### src/rtl/ps2_pkg.sv
// Shared definitions for the PS/2 keyboard receiver.
//   PS2_EXT / PS2_BRK : scan-code prefixes folded into key events
//   ps2_event_t       : one decoded key event {ext, brk, code}
package ps2_pkg;

    localparam logic [7:0] PS2_EXT = 8'hE0;
    localparam logic [7:0] PS2_BRK = 8'hF0;

    typedef struct packed {
        logic       ext;
        logic       brk;
        logic [7:0] code;
    } ps2_event_t;

endpackage

### src/rtl/ps2_kbd_rx_fifo.sv
// First-word-fall-through event FIFO for the PS/2 receiver.
//   clk, clrn  : clock, asynchronous active-low reset
//   push       : write push_data (dropped when full unless popped this cycle)
//   pop        : remove head entry (ignored when empty)
//   head       : current head entry, all-zero while empty
//   full/empty : occupancy status
module ps2_event_fifo
    import ps2_pkg::*;
#(
    parameter int DEPTH = 8
) (
    input  logic       clk,
    input  logic       clrn,
    input  logic       push,
    input  ps2_event_t push_data,
    input  logic       pop,
    output ps2_event_t head,
    output logic       full,
    output logic       empty
);

    localparam int AW = $clog2(DEPTH);

    // Extra pointer MSB tells a full FIFO (MSBs differ) from an empty one.
    logic [AW:0] wr_ptr;
    logic [AW:0] rd_ptr;
    ps2_event_t  mem [DEPTH];
    logic        pop_fire;
    logic        push_fire;

    assign empty     = (wr_ptr == rd_ptr);
    assign full      = (wr_ptr[AW] != rd_ptr[AW]) && (wr_ptr[AW-1:0] == rd_ptr[AW-1:0]);
    assign pop_fire  = pop && !empty;
    // A same-cycle pop frees the slot, so a push into a full FIFO still lands.
    assign push_fire = push && (!full || pop_fire);
    assign head      = empty ? '0 : mem[rd_ptr[AW-1:0]];

    // NOTE: sequential state uses non-blocking assignments so every flop
    // samples pre-edge values regardless of statement order.
    always_ff @(posedge clk or negedge clrn) begin
        if (!clrn) begin
            wr_ptr <= '0;
            rd_ptr <= '0;
        end else begin
            if (push_fire) wr_ptr <= wr_ptr + 1'b1;
            if (pop_fire)  rd_ptr <= rd_ptr + 1'b1;
        end
    end

    // NOTE: storage is deliberately not reset; the pointers define which
    // entries are meaningful and the head is masked to zero while empty.
    always_ff @(posedge clk) begin
        if (push_fire) mem[wr_ptr[AW-1:0]] <= push_data;
    end

endmodule

### src/rtl/ps2_kbd_rx.sv
// PS/2 keyboard receiver: synchronises the PS/2 lines, shifts and checks
// 11-bit frames, folds E0/F0 prefixes into key events and queues them.
//   clk, clrn            : clock, asynchronous active-low reset
//   ps2_clk, ps2_data    : raw asynchronous PS/2 lines
//   clr_err              : pulse clearing the sticky flags
//   out_valid/out_ready  : FWFT event stream handshake
//   out_code/ext/brk     : head event fields
//   overflow, parity_err, timeout_err : sticky error flags
//   brk_cnt              : accepted release events, wraps mod 256
module ps2_kbd_rx
    import ps2_pkg::*;
#(
    parameter int FIFO_DEPTH  = 8,
    parameter int SYNC_STAGES = 3,
    parameter int TIMEOUT_CYC = 50000
) (
    input  logic       clk,
    input  logic       clrn,
    input  logic       ps2_clk,
    input  logic       ps2_data,
    input  logic       clr_err,
    output logic       out_valid,
    input  logic       out_ready,
    output logic [7:0] out_code,
    output logic       out_ext,
    output logic       out_brk,
    output logic       overflow,
    output logic       parity_err,
    output logic       timeout_err,
    output logic [7:0] brk_cnt
);

    localparam int WD_W = $clog2(TIMEOUT_CYC + 1);

    logic [SYNC_STAGES-1:0] clk_sync;
    logic [SYNC_STAGES-1:0] data_sync;
    logic                   clk_last_q;
    logic                   strobe;
    logic                   bit_in;
    logic [3:0]             bit_cnt;
    logic [9:0]             shift_buf;
    logic [WD_W-1:0]        wd_cnt;
    logic                   ext_pend;
    logic                   brk_pend;
    logic                   frame_end;
    logic                   frame_good;
    logic                   frame_bad;
    logic                   timeout;
    logic [7:0]             rx_byte;
    logic                   push;
    logic                   pop_fire;
    logic                   push_ok;
    logic                   push_drop;
    logic                   fifo_full;
    logic                   fifo_empty;
    ps2_event_t             push_ev;
    ps2_event_t             head;

    // Synchronisers idle high, matching the released PS/2 lines.
    always_ff @(posedge clk or negedge clrn) begin
        if (!clrn) begin
            clk_sync   <= '1;
            data_sync  <= '1;
            clk_last_q <= 1'b1;
        end else begin
            clk_sync   <= {clk_sync[SYNC_STAGES-2:0], ps2_clk};
            data_sync  <= {data_sync[SYNC_STAGES-2:0], ps2_data};
            clk_last_q <= clk_sync[SYNC_STAGES-1];
        end
    end

    // Falling edge seen at the last stage: it read 1 last cycle, 0 now.
    assign strobe     = clk_last_q && !clk_sync[SYNC_STAGES-1];
    assign bit_in     = data_sync[SYNC_STAGES-1];
    assign frame_end  = strobe && (bit_cnt == 4'd10);
    assign rx_byte    = shift_buf[8:1];
    assign frame_good = frame_end && !shift_buf[0] && bit_in && (^shift_buf[9:1]);
    assign frame_bad  = frame_end && !frame_good;
    assign timeout    = (bit_cnt != 4'd0) && !strobe && (wd_cnt == WD_W'(TIMEOUT_CYC));

    // Bits enter at the MSB so that after ten strobes the start bit sits in
    // shift_buf[0] and the parity bit in shift_buf[9].
    always_ff @(posedge clk or negedge clrn) begin
        if (!clrn) begin
            bit_cnt   <= '0;
            shift_buf <= '0;
            wd_cnt    <= '0;
        end else if (timeout) begin
            bit_cnt <= '0;
            wd_cnt  <= '0;
        end else if (strobe) begin
            wd_cnt <= '0;
            if (bit_cnt == 4'd10) begin
                bit_cnt <= '0;
            end else begin
                shift_buf <= {bit_in, shift_buf[9:1]};
                bit_cnt   <= bit_cnt + 4'd1;
            end
        end else if (bit_cnt != 4'd0) begin
            wd_cnt <= wd_cnt + 1'b1;
        end
    end

    // Prefix decoder: bad frames leave the pending flags untouched.
    always_ff @(posedge clk or negedge clrn) begin
        if (!clrn) begin
            ext_pend <= 1'b0;
            brk_pend <= 1'b0;
        end else if (timeout) begin
            ext_pend <= 1'b0;
            brk_pend <= 1'b0;
        end else if (frame_good) begin
            if (rx_byte == PS2_EXT) begin
                ext_pend <= 1'b1;
            end else if (rx_byte == PS2_BRK) begin
                brk_pend <= 1'b1;
            end else begin
                ext_pend <= 1'b0;
                brk_pend <= 1'b0;
            end
        end
    end

    assign push      = frame_good && (rx_byte != PS2_EXT) && (rx_byte != PS2_BRK);
    assign push_ev   = '{ext: ext_pend, brk: brk_pend, code: rx_byte};
    assign pop_fire  = out_ready && !fifo_empty;
    assign push_ok   = push && (!fifo_full || pop_fire);
    assign push_drop = push && fifo_full && !pop_fire;

    ps2_event_fifo #(
        .DEPTH (FIFO_DEPTH)
    ) u_fifo (
        .clk       (clk),
        .clrn      (clrn),
        .push      (push),
        .push_data (push_ev),
        .pop       (out_ready),
        .head      (head),
        .full      (fifo_full),
        .empty     (fifo_empty)
    );

    // Sticky flags: a set in the same cycle as clr_err wins.
    always_ff @(posedge clk or negedge clrn) begin
        if (!clrn) begin
            overflow    <= 1'b0;
            parity_err  <= 1'b0;
            timeout_err <= 1'b0;
            brk_cnt     <= '0;
        end else begin
            if (push_drop)      overflow <= 1'b1;
            else if (clr_err)   overflow <= 1'b0;
            if (frame_bad)      parity_err <= 1'b1;
            else if (clr_err)   parity_err <= 1'b0;
            if (timeout)        timeout_err <= 1'b1;
            else if (clr_err)   timeout_err <= 1'b0;
            if (push_ok && push_ev.brk) brk_cnt <= brk_cnt + 8'd1;
        end
    end

    assign out_valid = !fifo_empty;
    assign out_code  = head.code;
    assign out_ext   = head.ext;
    assign out_brk   = head.brk;

endmodule

### config.mk
export PLATFORM = sky130hd
export DESIGN_NAME = ps2_kbd_rx
export DESIGN_NICKNAME = d
export VERILOG_FILES = /design/src/rtl/ps2_pkg.sv /design/src/rtl/ps2_kbd_rx_fifo.sv /design/src/rtl/ps2_kbd_rx.sv
export SDC_FILE = /design/constraint.sdc
export NUM_CORES = 1
export LEC_CHECK = 0
export ABC_CLOCK_PERIOD_IN_PS = 4480
export BUFFER_PORTS_ARGS = -buffer_cell sky130_fd_sc_hd__buf_2
export CAP_MARGIN = 20
export CORE_MARGIN = 5
export CORE_UTILIZATION = 40
export CTS_CLUSTER_DIAMETER = 60
export DETAILED_ROUTE_END_ITERATION = 7
export GPL_ROUTABILITY_DRIVEN = 0
export PLACE_DENSITY = 0.53
export SYNTH_ARGS = -nofsm -noshare
export SYNTH_HDL_FRONTEND = slang
export SYNTH_HIERARCHICAL = 1
export SYNTH_SLANG_ARGS = --single-unit
### constraint.sdc
create_clock -name clk -period 4.48 [get_ports clk]
set_input_delay 0.896 -clock clk [delete_from_list [all_inputs] [get_ports clk]]
set_output_delay 0.896 -clock clk [all_outputs]
set_load 0.01 [all_outputs]
# After elaboration in Yosys (flattened, before gate mapping)
# Memories as Yosys holds them, arrays and structs flattened.
# Index checks and enable logic that the tools add are counted.
word_totals:
  inputBits: 6
  word_cells: 89
  mem_bits_ro: 0
  latch_bits: 0
  mem_count: 1
  reg_bits: 58
  mem_bits_rw: 80
  output_inout_bits: 22
classes:
  div_mod_pow: 0
  n_reduce_logical: 35
  n_mux: 21
  add_sub_neg: 5
  n_eq_ne: 11
  n_bitwise: 2
  magnitude_cmp: 0
  multipliers: 0
  shifts: 0
memory_table:
  columns: ["memory", "depth", "width", "rd", "rd_ports_with_merged_regs", "write_ports", "line", "source"]
  rows:
  - ["u_fifo.mem", 8, 10, 1, 0, 1, "ps2_kbd_rx_fifo.sv:27", "ps2_event_t mem [DEPTH];"]
ops:
  columns: ["operator", "count"]
  rows:
  - ["16-bit 2-to-1 mux", 3]
  - ["16-bit by 1-bit adder with 16-bit output, second input constant", 1]
  - ["16-bit == test, second input constant", 1]
  - ["8-bit == test, second input constant", 2]
  - ["1-bit logical AND", 16]
  - ["8-bit inequality test, second input constant", 2]
  - ["1-bit 2-to-1 mux", 14]
  - ["4-bit by 1-bit adder with 4-bit output, second input constant", 3]
  - ["4-bit 2-to-1 mux", 3]
  - ["10-bit 2-to-1 mux", 1]
  - ["2-bit nonzero test", 5]
  - ["9-bit XOR reduction", 1]
  - ["8-bit by 1-bit adder with 8-bit output, second input constant", 1]
  - ["1-bit zero test", 7]
  - ["4-bit == test", 1]
  - ["4-bit == test, second input constant", 1]
  - ["2-bit AND reduction", 2]
  - ["4-bit nonzero test", 1]
  - ["3-bit == test", 1]
  - ["3-bit inequality test, second input constant", 1]
  - ["3-bit AND reduction", 1]
  - ["3-bit nonzero test", 1]
  - ["2-bit inequality test, second input constant", 1]
  - ["1-bit NOT", 2]
  - ["2 further kinds", 2]

# Depth between registers and ports, before layout
# Gate-level depths: netlist (run 1).
logic_depth:
  word_depth: 11
  depth_mapped: 9
  mapped_depth_nobuf: 9

# Cells and area by module
# The synthesis (run 1) kept the hierarchy.
modules_own_cells:
  columns: ["module", "cells_each", "n_inst", "area_per_inst_um2", "seq_area_each_um2"]
  rows:
  - ["ps2_event_fifo", 185, 1, 3626.0, 2602.5]
  - ["ps2_kbd_rx", 239, 1, 2590.0, 1260.0]

# Worst setup path after synthesis (run 1)
# No wires, ideal clock.
synth_timing:
  path_type: "register to register"
  start: "reg shift_buf[5]"
  end: "mem u_fifo/mem[5][0] in the netlist's numbering (enable)"
  stages_incl_launch_ff: 8
  slack_ns: 0.787
  arrival_time_ns: 3.286
  t_required_ns: 4.073
  path_cell_list: "dfrtp_1 inv_1 ha_1 xnor3_2 xor2_1 nor3_1 nand2_1 nor4b_1"
synth_between:
  elab_chain_len: 7
  elab_cells_between_ends: 9
  cone_classes: "2 x eq/ne; 2 x mux; 5 x reduce/logical"
synth_lines:
  columns: ["item", "line", "source"]
  rows:
  - ["start, declared", "ps2_kbd_rx.sv:41", "logic [9:0] shift_buf;"]
  - ["start signal, assigned", "ps2_kbd_rx.sv:96", "shift_buf <= {bit_in, shift_buf[9:1]};"]
  - ["9-bit XOR reduction", "ps2_kbd_rx.sv:77", "assign frame_good = frame_end && !shift_buf[0] && bit_in && (^shift_buf[9:1]);"]
  - ["1-bit logical AND", "ps2_kbd_rx.sv:77", null]
  - ["1-bit logical AND", "ps2_kbd_rx.sv:124", "assign push = frame_good && (rx_byte != PS2_EXT) && (rx_byte != PS2_BRK);"]
  - ["1-bit logical AND (*)", "ps2_kbd_rx.sv:124", null]
  - ["via push", "ps2_kbd_rx.sv:50", "logic push;"]
  - ["1-bit logical AND (*)", "ps2_kbd_rx_fifo.sv:35", "assign push_fire = push && (!full || pop_fire);"]
  - ["1-bit 2-to-1 mux (*)", "ps2_kbd_rx_fifo.sv:53", "if (push_fire) mem[wr_ptr[AW-1:0]] <= push_data;"]
  - ["1-bit 2-to-1 mux (implied by the code) (*)", "ps2_kbd_rx_fifo.sv:53", null]
  - ["end, declared", "ps2_kbd_rx_fifo.sv:27", null]
# The timed path passes the listed nets; every way through them passes the cells marked *.

# Worst setup path after layout (run 1)
layout_timing:
  start: "reg u_fifo.rd_ptr[0]"
  end: "out out_code[4]"
layout_between:
  elab_chain_len: 2
  elab_cells_between_ends: 3
  cone_classes: "1 x eq/ne; 1 x mux; 1 x memory"
layout_lines:
  columns: ["item", "line", "source"]
  rows:
  - ["start, declared", "ps2_kbd_rx_fifo.sv:26", "logic [AW:0] rd_ptr;"]
  - ["start signal, assigned", "ps2_kbd_rx_fifo.sv:46", "if (pop_fire) rd_ptr <= rd_ptr + 1'b1;"]
  - ["memory 8 x 10 bit / 4-bit == test (equally long branches)", null, null]
  - ["10-bit 2-to-1 mux (*)", "ps2_kbd_rx_fifo.sv:36", "assign head = empty ? '0 : mem[rd_ptr[AW-1:0]];"]
  - ["end, declared", "ps2_kbd_rx.sv:24", "output logic [7:0] out_code,"]
# Mark *: on every way between the ends. The rest lies on a longest branch, timed or not.

==> impl_results.md, run 1 <==
- CTS Buf Count: 17
- Die width: between 100 and 150 um
- Crit share post-route: between 60% and 70%
- Initial Utilization: approximately two fifths
- Max FO, Critical Path: 24
- Cell taking the most area after synthesis: edfxtp_1
- Cell count after synthesis: 424
- Routed WL per cell: around 18 um
- Final Core Density: a little under half
- Post-synth EDFFs: 80
- Placed cell count: ~630
- Core Rows: between 40 and 50
- Hold wc startpoint: data_sync[0]$_DFF_PN1_
- CTS Buffer Depth: 2
- Peak Freq: 323 MHz
- Final Critical Period: 3.09 ns
- Setup bufs post-CTS: 0
- H-tree Lvls: 4
- Worst Tran Pin Value: between 0.9 and 1 ns
- Global Route Usage Sum: 14.5%
- Share of the synthesized area in the top cell type: about 39%
- Sequential element share of the synthesized area: 62.1%
- CP Capture Type: output port
- Mean number of vias per cell: around 5.4
- Post-route insts no fill: 661
- Pwr Density: between 600 and 700 nW/um^2
- Syn nets: 443
- Area contributors post-synth: edfxtp_1 39%, dfrtp_1 21%, mux4_2 7.2%
- Cts repair resizes: 0
- Post-DP HPWL: 8.18 mm
- Post-DRT Antenna Nets: 0
- Main synth FF type: edfxtp_1
- Clock latency on the worst-skew pair: roughly 0.41 ns
- Syn avg cell area: between 10 and 15 um^2
- Vias in the first global route: about 3.7k
- Root buf cell: clkbuf_16
- Critical path origin: u_fifo/rd_ptr[0]$_DFFE_PN0P_
- Setup TNS Final: 0 ns
- Area of the mapped netlist: between 6000 and 7000 um^2
- First-pass GRT wire length: between 20 and 25 mm
- Data required, critical path: 3.58 ns
- IO buf count: 27
- Hold slack: ~0.36 ns
- Final hold violation count: 0
- Fin Clk Skew: between 0.008 and 0.009 ns
- Flops & latches, synth: 138
- Netlist cell types: 67
- Clk pin slew, worst setup/hold paths: 0.06 ns
- Final setup violation count: 0
- Post-synth ARST share: 42.0%
- RSZ-0062 raised after global routing: no
- Maximum vdd ir drop: about 430 uV
- Hold/Removal Path Class: reg -> reg
- Hold_buf cts: 0
- Number of diodes: 0
- CP Class: reg -> out
- Initial DRC count: roughly 140
- Die Y: 135 um
- Total number of vias: around 3.6k
- Layout cells sized above 1: about a quarter
- Maxcap violations: 0
- Layout net count: ~480
- DRC: 0
- P&R area growth vs syn: 15.2%
- Critical Path Start Type: flop
- CTS Sinks: around 140
- Total core area: 15200 um^2
- TritonCTS clock tree: done
- Initial antenna violation count: 0
- GRT overflow: 0
- Maximum number of pins on one net before global-route repair: 41
- Slew margin rel.: 38.8%
- LEAKAGE: 2.69 nW
- DIE AREA: roughly 18000 um^2
- Routed WL: between 10 and 15 mm
- Yosys warnings: 6
- Outcome: finished, final reports clean
- TritonRoute pass-1 iters: 4
- R2R Path Start: shift_buf[5]$_DFFE_PN0P_
- Max Transition Viols Final: 0
- Io pins: 28
- Worst EP arrival: about 2.2 ns
-- cell usage after synthesis (all sizes together), types with 2 or more instances --
cell and number:
nand4 20, inv 19, dfrtp 51, nor2b 2, clkbuf 4, nand3 11
xnor2 20, ha 13, o21ai 12, mux4 20, mux2 8, buf 18
a211oi 3, nand2 21, nor3 8, a21oi 12, nor3b 3, o311ai 2
or3 5, a2111oi 3, or4 4, nand2b 5, dfstp 7, nor2 25
and3 2, edfxtp 80, and4 3, nor4 3, o22ai 2, xor2 6
mux2i 11, o31ai 5
-- kinds of logic after synthesis --
group,Yosys count,synth area share (%)
flops,138,62.1
simple gates,118,11.3
compound gates,48,5.19
buf+inv,41,3.14
mux,39,10.5
xor+xnor,27,5.13
fa+ha+maj,13,2.62
-- metal layers --
metal	part of all wire (%)	vias up	GRT usage [%]
li1	-	1685	-
met1	42	1834	16.8
met2	54	39	26.0
met3	2.8	12	3.76
met4	1.3	0	5.15
met5	0	-	0
-- registers in the layout, indices dropped and copies added (netlist names) --
| name | flops |
|---|---|
| ext_pend | 1 |
| brk_pend | 1 |
| data_sync | 3 |
| wd_cnt | 16 |
| brk_cnt | 8 |
| parity_err | 1 |
| overflow | 1 |
| timeout_err | 1 |
| u_fifo/rd_ptr | 4 |
| u_fifo/mem | 80 |
| shift_buf | 10 |
| clk_last_q | 1 |
| clk_sync | 3 |
| u_fifo/wr_ptr | 4 |
| bit_cnt | 4 |
-- final timing paths --
check | depth (start not counted) | slack, ns | endpoint
min in group asynchronous | 1 | 0.62 | wd_cnt[7]$_DFFE_PN0P_
worst max-delay path | 5 | 1.39 | out_code[4]
max in group asynchronous | 2 | 2.98 | data_sync[2]$_DFF_PN1_
worst min register to register | 0 | 0.36 | data_sync[1]$_DFF_PN1_
worst min-delay path | 0 | 0.36 | data_sync[1]$_DFF_PN1_
worst max register to register | 8 | 1.49 | u_fifo/mem[6][0]$_DFFE_PP_
-- power breakdown --
group	switching [mW]	leakage, nW	total [mW]	internal (mW)
Sequential	0.245	1.47	1.78	1.53
Clock	0.533	0.275	1.35	0.821
Combinational	0.679	0.953	1.28	0.599
-- layout make-up --
class	instances	area, um^2
clock inverters	14	146
flip-flops and latches	138	3860
well taps	188	235
repair buffers	39	233
inverters	19	71.3
multi-input cells	245	2180
fillers	1337	8040
clock buffers	18	429
-- layout by cell type, fill, tap and decap left out, types with 5 or more instances in the layout --
master and instances:
a21oi_1 12, buf_2 27, buf_4 11, clkbuf_16 17
dfrtp_1 51, dfstp_2 7, edfxtp_1 80, ha_1 13
inv_1 19, mux2_2 5, mux2i_1 11, mux4_2 20
nand2_1 20, nand3_1 9, nand4_1 18, nor2_1 25
nor3_1 6, o21ai_0 5, o21ai_1 6, or3_1 5
xnor2_1 14, xor2_1 6
-- worst max-delay path, cell delays in order (launching register included) --
cell and delay [ns]:
dfrtp_1 0.32, buf_4 0.43, mux4_2 0.57, mux2i_1 0.22, nor2_1 0.08, buf_2 0.14
-- per-stage QoR --
| stage | setup slack (ns) | total power, mW | instance area [um^2] |
|---|---|---|---|
| after floorplan | 0.787 | 2.75 | 6220 |
| after global placement | 1.54 | 3.08 | 6570 |
| after detailed placement | 1.48 | 3.10 | 6570 |
| after CTS | 1.10 | 4.46 | 7150 |
| after global routing | 1.21 | 4.67 | 7160 |
| final | 1.39 | 4.41 | 7160 |
Power figures use the tool's default switching activity.
==> run 2, diff against run 1 <==
- ABC_CLOCK_PERIOD_IN_PS: 4480 -> 3000
- clock period: 4.48 -> 3 ns (I/O delays scaled with it)
==> impl_results.md, run 2 (synthesized netlist as in run 1, its figures left out) <==
- Outcome: finished, final reports clean
- Post-DP HPWL: 8.04 mm (-1.8%)
- RSZ-0062 raised after global routing: no
- CTS Sinks: 138 (unchanged)
- Hold_buf cts: 0 (unchanged)
- Maxcap violations: 0 (unchanged)
- CP Capture Type: output port
- DIE AREA: 18100 um^2 (unchanged)
- GRT overflow: 0 (unchanged)
- Vias in the first global route: 3743 (+0.43%)
- Number of diodes: 0 (unchanged)
- Internal power: 4.41 mW (+50%)
- Initial DRC count: 123 (-11%)
- Worst Tran Pin Value: 0.719 ns (-0.199 ns)
- Final setup violation count: 0 (unchanged)
- Post-route insts no fill: 673 (+1.8%)
- Seq pwr share: 37.5% (-2.8 points)
- H-tree Lvls: 4 (unchanged)
- Global Route Usage Sum: 14.0% (-0.48 points)
- Max Transition Viols Final: 0 (unchanged)
- Layout cells sized above 1: 29.3% (+2.9 points)
- Post-DRT Antenna Nets: 0 (unchanged)
- Final Critical Period: 2.74 ns
- Post-route cell area: 7320 um^2 (+2.2%)
- P_sw: 2.24 mW (+54%)
- First-pass GRT wire length: 19.5 mm (-3.2%)
- Critical Path Start Type: flop
- Largest register FFs: 80 (unchanged)
- Commonest cells after routing, fill and taps aside: 80 x edfxtp_1, 51 x dfrtp_1, 27 x buf_2
- Maximum number of pins on one net before global-route repair: 31 (-24%)
- CTS Buf Count: 17 (unchanged)
- Die width: 135 um (unchanged)
- CTS Buffer Depth: 2 (unchanged)
- Clk pin slew, worst setup/hold paths: 0.06 ns (about the same)
- Fin Clk Skew: 0.00610 ns (-0.00203 ns)
- IO buf count: 27 (unchanged)
- Hold/Removal Path Class: in -> async
- Gate power share: 32.8% (+3.8 points)
- Placed cell area: 6750 um^2 (+2.7%)
- Peak Freq: ~360 MHz
- Placed cell count: 641 (+2.1%)
- Routed WL per cell: 17.3 um (-5.3%)
- Die Y: 135 um (unchanged)
- Total number of vias: 3603 (+0.92%)
- Part of the power in the clock network: 29.7% (-1.0 points)
- Layout net count: 491 (+2.5%)
- Crit share post-route: between 90% and 100%
- Total power: 6.65 mW (+51%)
- Worst EP arrival: 2.14 ns (-0.06 ns)
- Setup TNS Final: 0 ns (unchanged)
- CP Class: reg -> out
- Sw frac: 33.7% (+0.61 points)
- Clock latency on the worst-skew pair: 0.42 ns (about the same)
- Total core area: 15200 um^2 (unchanged)
- Io pins: 28 (unchanged)
- LEAKAGE: 2.77 nW (+2.7%)
- Routed WL: 11.7 mm (-3.6%)
- R2R Setup Slk: 0.27 ns (-1.22 ns)
- Cells on worst reg2reg path: 8 (unchanged)
- Root buf cell: clkbuf_16
- P&R area growth vs syn: 17.8%
- Commonest non-fill, non-tap cell in the layout: edfxtp_1
- Core Rows: 45 (unchanged)
- DRC: 0 (unchanged)
- TritonRoute pass-1 iters: 4 (unchanged)
- Initial antenna violation count: 0 (unchanged)
- Final hold violation count: 0 (unchanged)
- Data required, critical path: 2.40 ns (-1.18 ns)
- Initial Utilization: 40.9% (unchanged)
- Slew margin rel.: 51.7% (+13 points)
- Mean number of vias per cell: 5.35 (-0.88%)
- TritonCTS clock tree: done
- Pwr Density: 909 nW/um^2 (+48%)
- Max FO, Critical Path: 21 (-13%)
- Maximum vdd ir drop: 452 uV (+4.7%)
[run 2: path summary, 6_finish.rpt]
check | startpoint | endpoint
min reg2reg | data_sync[1]$_DFF_PN1_ | data_sync[2]$_DFF_PN1_
min in group clk | ps2_data | data_sync[0]$_DFF_PN1_
min | clrn | wd_cnt[15]$_DFFE_PN0P_
max in group asynchronous | clrn | u_fifo/rd_ptr[2]$_DFFE_PN0P_
max reg2reg | shift_buf[3]$_DFFE_PN0P_ | u_fifo/mem[5][4]$_DFFE_PP_
max | u_fifo/rd_ptr[0]$_DFFE_PN0P_ | out_code[0]
[run 2: power groups by stage]
stage / Sequential [mW] / Clock (mW) / Combinational (mW)
final: 2.50 / 1.98 / 2.18
after CTS: 2.50 / 2.04 / 2.21
after global placement: 2.53 / 0 / 2.18
after floorplan: 2.49 / 0 / 1.64
after detailed placement: 2.53 / 0 / 2.21
after global routing: 2.53 / 2.12 / 2.38
[run 2: through the flow]
stage	setup WS, ns	utilization, %	hold WS (ns)
global placement	0.196	44.4	0.346
finish	0.257	48.2	0.221
global route	0.0382	48.2	0.252
floorplan	0.0887	-	0.304
CTS	0.127	48.1	0.226
detailed placement	0.133	44.4	0.347
[run 2: critical path, stage by stage, from the launching register on]
cell and delay, ns:
dfrtp_1 0.55, buf_12 0.26, mux4_2 0.57, mux2i_1 0.14
nor2_1 0.05, buf_2 0.14
[run 2: layout make-up]
type / instances / area (um^2)
fillers: 1331 / 7880
well taps: 188 / 235
clock buffers: 17 / 425
multi-input cells: 245 / 2240
clock inverters: 15 / 141
inverters: 19 / 71.3
repair buffers: 51 / 340
flip-flops and latches: 138 / 3860
[run 2: what timing repair did]
action	CTS	global route
setup buffers	0	0
setup endpoints to repair	0	68
resized for setup	0	1
[run 2: per-layer routing]
metal | vias up | global-route usage, % | share of wire [%]
met2 | 41 | 23.4 | 51
met3 | 12 | 4.21 | 2.9
met5 | - | 0 | 0
li1 | 1704 | - | -
met4 | 0 | 4.81 | 1.4
met1 | 1846 | 17.5 | 45
